==> src/rtl/bytecode_fetch_if.sv <==
// Fetch-unit bus: program-memory read port plus the instruction handshake
// toward control. The fetch unit is the master.
interface bytecode_fetch_if #(parameter int ADDR_W = 16);
   logic              start;
   logic [ADDR_W-1:0] mem_addr;
   logic              mem_rd;
   logic [7:0]        mem_data;
   logic [7:0]        op_code;
   logic [7:0]        arg1;
   logic [7:0]        arg2;
   logic              op_valid;
   logic              op_done;
   logic [15:0]       offset;
   logic [ADDR_W-1:0] pc;
   logic              halted;

   modport master (
      input  start, mem_data, op_done, offset,
      output mem_addr, mem_rd, op_code, arg1, arg2, op_valid, pc, halted
   );

   modport slave (
      output start, mem_data, op_done, offset,
      input  mem_addr, mem_rd, op_code, arg1, arg2, op_valid, pc, halted
   );
endinterface

==> src/rtl/bytecode_fetch.sv <==
// Bytecode fetch unit: reads a 1-3 byte instruction one byte per two cycles,
// presents it to control, then advances pc by length or by a branch offset.
module bytecode_fetch #(
   parameter int ADDR_W = 16
) (
   input logic            clk,
   input logic            rst_n,
   bytecode_fetch_if.master bus
);

   typedef enum logic [2:0] {IDLE, FETCH, CAPTURE, ISSUE, HALT} state_t;

   state_t            state, state_nx;
   logic [ADDR_W-1:0] pc_q, pc_nx;
   logic [1:0]        k_q, k_nx;
   logic [7:0]        op_q, op_nx;
   logic [7:0]        a1_q, a1_nx;
   logic [7:0]        a2_q, a2_nx;
   logic [1:0]        cur_len;

   function automatic logic [1:0] op_len(input logic [7:0] op);
      if (op == 8'h11 || op == 8'h84 || (op >= 8'h99 && op <= 8'hA7))
         return 2'd3;
      else if (op == 8'h10 || op == 8'h12 || op == 8'h15 || op == 8'h36)
         return 2'd2;
      else
         return 2'd1;
   endfunction

   // While capturing the opcode itself, decode length straight off the bus.
   assign cur_len = op_len((k_q == 2'd0) ? bus.mem_data : op_q);

   always_ff @(posedge clk or negedge rst_n) begin
      if (!rst_n) begin
         state <= IDLE;
         pc_q  <= '0;
         k_q   <= '0;
         op_q  <= '0;
         a1_q  <= '0;
         a2_q  <= '0;
      end else begin
         state <= state_nx;
         pc_q  <= pc_nx;
         k_q   <= k_nx;
         op_q  <= op_nx;
         a1_q  <= a1_nx;
         a2_q  <= a2_nx;
      end
   end

   always_comb begin
      state_nx = state;
      pc_nx    = pc_q;
      k_nx     = k_q;
      op_nx    = op_q;
      a1_nx    = a1_q;
      a2_nx    = a2_q;
      case (state)
         IDLE: begin
            if (bus.start) begin
               pc_nx    = '0;
               k_nx     = '0;
               state_nx = FETCH;
            end
         end
         FETCH: state_nx = CAPTURE;
         CAPTURE: begin
            case (k_q)
               2'd0: begin
                  op_nx = bus.mem_data;
                  a1_nx = '0;
                  a2_nx = '0;
               end
               2'd1:    a1_nx = bus.mem_data;
               default: a2_nx = bus.mem_data;
            endcase
            if ((3'(k_q) + 3'd1) < 3'(cur_len)) begin
               k_nx     = k_q + 2'd1;
               state_nx = FETCH;
            end else begin
               state_nx = ISSUE;
            end
         end
         ISSUE: begin
            if (bus.op_done) begin
               if (op_q == 8'hB1) begin
                  state_nx = HALT;
               end else begin
                  k_nx     = '0;
                  state_nx = FETCH;
                  // Offset is a signed byte delta; the size cast sign-extends or truncates to ADDR_W.
                  if (bus.offset != 16'd0)
                     pc_nx = pc_q + ADDR_W'($signed(bus.offset));
                  else
                     pc_nx = pc_q + ADDR_W'(op_len(op_q));
               end
            end
         end
         HALT:    state_nx = HALT;
         default: state_nx = IDLE;
      endcase
   end

   assign bus.mem_rd   = (state == FETCH);
   assign bus.mem_addr = (state == FETCH) ? pc_q + ADDR_W'(k_q) : '0;
   assign bus.op_code  = op_q;
   assign bus.arg1     = a1_q;
   assign bus.arg2     = a2_q;
   assign bus.op_valid = (state == ISSUE);
   assign bus.pc       = pc_q;
   assign bus.halted   = (state == HALT);

endmodule

==> src/flat_wrapper.sv <==
// flat-port wrapper written by rule: the top's interface ports become plain ports
module bytecode_fetch_flat 
#(
   parameter int ADDR_W = 16
)
  (clk, rst_n, bus_start, bus_mem_data, bus_op_done, bus_offset, bus_mem_addr, bus_mem_rd, bus_op_code, bus_arg1, bus_arg2, bus_op_valid, bus_pc, bus_halted);
  bytecode_fetch_if #(.ADDR_W(ADDR_W)) bus_i ();
  input logic clk;
  input logic rst_n;
  input wire logic [$bits(bus_i.start)-1:0] bus_start;
  input wire logic [$bits(bus_i.mem_data)-1:0] bus_mem_data;
  input wire logic [$bits(bus_i.op_done)-1:0] bus_op_done;
  input wire logic [$bits(bus_i.offset)-1:0] bus_offset;
  output wire logic [$bits(bus_i.mem_addr)-1:0] bus_mem_addr;
  output wire logic [$bits(bus_i.mem_rd)-1:0] bus_mem_rd;
  output wire logic [$bits(bus_i.op_code)-1:0] bus_op_code;
  output wire logic [$bits(bus_i.arg1)-1:0] bus_arg1;
  output wire logic [$bits(bus_i.arg2)-1:0] bus_arg2;
  output wire logic [$bits(bus_i.op_valid)-1:0] bus_op_valid;
  output wire logic [$bits(bus_i.pc)-1:0] bus_pc;
  output wire logic [$bits(bus_i.halted)-1:0] bus_halted;
  assign bus_i.start = bus_start;
  assign bus_i.mem_data = bus_mem_data;
  assign bus_i.op_done = bus_op_done;
  assign bus_i.offset = bus_offset;
  assign bus_mem_addr = bus_i.mem_addr;
  assign bus_mem_rd = bus_i.mem_rd;
  assign bus_op_code = bus_i.op_code;
  assign bus_arg1 = bus_i.arg1;
  assign bus_arg2 = bus_i.arg2;
  assign bus_op_valid = bus_i.op_valid;
  assign bus_pc = bus_i.pc;
  assign bus_halted = bus_i.halted;
  bytecode_fetch #(.ADDR_W(ADDR_W)) u_core (.clk(clk), .rst_n(rst_n), .bus(bus_i));
endmodule
==> config.mk <==
export PLATFORM = sky130hd
export DESIGN_NAME = bytecode_fetch_flat
export DESIGN_NICKNAME = d
export VERILOG_FILES = /design/src/rtl/bytecode_fetch_if.sv /design/src/rtl/bytecode_fetch.sv /design/src/flat_wrapper.sv
export SDC_FILE = /design/constraint.sdc
export NUM_CORES = 1
export LEC_CHECK = 0
export BUFFER_PORTS_ARGS = -buffer_cell sky130_fd_sc_hd__buf_2
export CAP_MARGIN = 5
export CORE_MARGIN = 4
export CORE_UTILIZATION = 30
export DETAILED_ROUTE_END_ITERATION = 8
export GPL_ROUTABILITY_DRIVEN = 1
export MAX_ROUTING_LAYER = met4
export SYNTH_ARGS = -nofsm -noshare
export SYNTH_HDL_FRONTEND = slang
export SYNTH_SLANG_ARGS = --single-unit
==> constraint.sdc <==
create_clock -name clk -period 3.1 [get_ports clk]
set_clock_uncertainty 0.05 [all_clocks]
set_input_delay 0.31 -clock clk [delete_from_list [all_inputs] [get_ports clk]]
set_output_delay 0.31 -clock clk [all_outputs]
set_load 0.02 [all_outputs]
==> flow_summary.toml <==
[floorplanning]
rows = 38
core_sq_um = 10980
die-area_sq_um = 13160
pin_count = 87
fp.dieW_um = 114.7
die_h_um = 114.7
start_util_pct = 31.10

[clocking]
cts_tree = "built"
clock_latency_ps = 290
cts_buffer_depth = 2
cts_hold_buf = 0
cts.sinks = 45
root_buffer = "clkbuf_16"
cts_buffers = 5
path_clk_slew_ps = 70
cts-htree-levels = 2

[finish]
area_growth_pct = 40.37
num-nets-final = 592
multi_input_area_sq_um = 2362
register_area_sq_um = 1132
n_antenna_cell = 0
drive_above_1_share_pct = 38.93
fillers = 1084
final_cell_mix = "buf_2 (86), buf_4 (62), nand2_1 (48), dfrtp_1 (40), nor2_1 (34)"
instances_no_fill = 682
finalInstanceArea_sq_um = 4795
final_common_cell = "buf_2"

[hold_path]
hp-class = "in -> async"

[synthesis]
synth_xor_area_share_pct = 4.615
synthMuxAreaShare_pct = 4.249
synthArstFlopShare_pct = 100.0
yosys-top-cells-area = "dfrtp_1 (33%), ha_1 (7.3%), nand2_1 (5.4%)"
synth_area_sq_um = 3416
synth_top_family_by_area = "simple AND/OR/NAND/NOR gates"
yosys_warnings = 0
synth_compound_area_share_pct = 20.11
yosys.area_share.simple_pct = 23.92
synthCells = 411
synthAdderAreaFrac_pct = 9.084
yosys_register_bits = 45
synth-edff-count = 0
synth.distinct_cells = 54
netlist.area_leader.share_pct = 32.97
synth_ff_type = "dfrtp_1"
syn-num-nets = 462
synth_top_area_cell = "dfrtp_1"
synth-seq-area-share_pct = 32.97
avgSynthCellArea_sq_um = 8.311

[placement]
place_area_sq_um = 4322
numPortBuffers = 86
place_congestion = 0.9112
dpl.cell_count = 659
dp_hpwl_um = 8127
place_ws_ps = -332.0

[sta]
setup_viol = 7
layout_setup_ws_ps = -147.5
fin_crit_sh_pct = 104.8
holdWs_ps = 152.1
fmax_mhz = 307.9
relSlewSlack_pct = 30.81
period_needed_ps = 3247
final_max_slew_viol_count = 0
rsz0062_at_grt = "true"
tightestPinTransition_ps = 1038
hold_viol = 0
fin_setup_tns_ps = -569.5

[status]
outcome = "finished, violations left"
violations = "negative setup slack"

[run]
drv_cap = 0

[route]
drt-initial-drc-count = 154
viasPerCell = 5.223
routedWlPerCell_um = 15.91
drc = 0
drtPass1Iterations = 4
route.antenna.remaining_nets = 0
wl_um = 10850
vias = 3562

[global_routing]
grt_pass1_wl_um = 17480
gr-total-overflow = 0
antenna_found_initial = 0
grt_pass1_vias = 3549
grt_max_degree = 46
grt_use_total_pct = 16.77

[power]
pwr_density_cell_nw_per_um2 = 1013
p_leak_nw = 2.267
ir_worst_vdd_mv = 0.4562

[setup_path]
worstPathArrival_ps = 3400
worst_path_max_delay_cell = "dfrtp_2"
crit_top_cell = "a21oi_2"
path_cells = "buf_6 > o311ai_4 > a21oi_1 > a31oi_1 > nor2_1 > o21ba_2 > or2_4 > ha_4 > a21oi_2 > nand4b_1 > a21oi_2 > nor3_2 > or3_1 > and2_1 > o211ai_1"
r2r-end = "u_core.bus.pc[15]$_DFFE_PN0P_"
max_stage_delay_ps = 440
crit_buf_inv = 1
crit_type = "reg -> reg"
worst-r2r-setup-slack_ps = -150
critPathRequiredTime_ps = 3260
start_kind = "flip-flop"
reg2reg_from = "u_core.bus.op_code[1]$_DFFE_PN0P_"
critPathTopFamily = "compound AO/OA/AOI/OAI gates"
reg2reg_depth = 15
endpoint_kind = "flip-flop"
critPathMaxFanout = 5
power breakdown:
group          internal [mW]  total (mW)  leakage, nW  switching [mW]
combinational           1.34        3.09         1.62            1.75
sequential             0.857        1.21        0.572           0.355
clock                  0.303       0.550       0.0704           0.247
sequential cells by signal, summed over array words and instances (netlist names):
register            count
u_core.k_q              2
u_core.state            3
u_core.bus.pc          16
u_core.bus.op_code      8
u_core.bus.arg1         8
u_core.bus.arg2         8
area by class of cell:
type                       count  area share (%)
inverter                      15           1.174
sequential                    45           23.62
tap                          140           3.653
clock buffer                   5           2.610
clock inverter                 3          0.5219
timing repair buffer         150           19.15
multi-input combinational    324           49.27
cell families after synthesis:
logic type	count (synthesis)
simple gates	163
compound gates	107
flops	45
buf+inv	42
fa+ha+maj	23
xor+xnor	18
mux	13
Yosys cell counts, drive strengths merged (10+ instances only):
library cell	number
nand2	49
dfrtp	45
nor2	34
o21ai	33
a21oi	25
clkbuf	20
ha	20
inv	15
nand2b	14
or3	11
a22o	10
nand3	10
xor2	10
worst register-to-register path: cells and delay by family, from the launching register on:
family / cells / cell delay, ps
buf+inv: 1 / 130
simple gates: 6 / 1100
compound gates: 7 / 1170
fa+ha+maj: 1 / 260
flops: 1 / 440
repair_timing:
item	in CTS	in global routing
buffers inserted	8	7
resized for setup	25	22
setup endpoints to repair	9	12
pin swaps	18	29
stage by stage:
| stage | total power, mW | utilization (%) |
|---|---|---|
| finish | 4.856 | 43.65 |
| global route | 5.229 | 43.65 |
| CTS | 4.707 | 42.41 |
| detailed placement | 3.973 | 39.35 |
| global placement | 3.929 | 39.35 |
| floorplan | 2.980 | - |
worst max path at each step:
stage                                            startpoint                       endpoint  cells past startpoint
after floorplan                   u_core.k_q[0]$_DFFE_PN0P_      u_core.k_q[0]$_DFFE_PN0P_                     13
after global placement                        bus_offset[1]  u_core.bus.pc[12]$_DFFE_PN0P_                     15
after detailed placement                      bus_offset[1]  u_core.bus.pc[14]$_DFFE_PN0P_                     14
after CTS                 u_core.bus.op_code[0]$_DFFE_PN0P_  u_core.bus.pc[15]$_DFFE_PN0P_                     14
after global routing      u_core.bus.op_code[1]$_DFFE_PN0P_  u_core.bus.pc[13]$_DFFE_PN0P_                     16
final                     u_core.bus.op_code[1]$_DFFE_PN0P_  u_core.bus.pc[15]$_DFFE_PN0P_                     15
layer usage:
layer / vias to the layer above / wire, um / GRT usage (%)
li1: 1722 / - / -
met1: 1718 / 4769 / 20.82
met2: 108 / 5348 / 28.99
met3: 14 / 573 / 2.220
met4: 0 / 159 / 3.991
met5: - / 0 / -
Power figures use the tool's default switching activity.
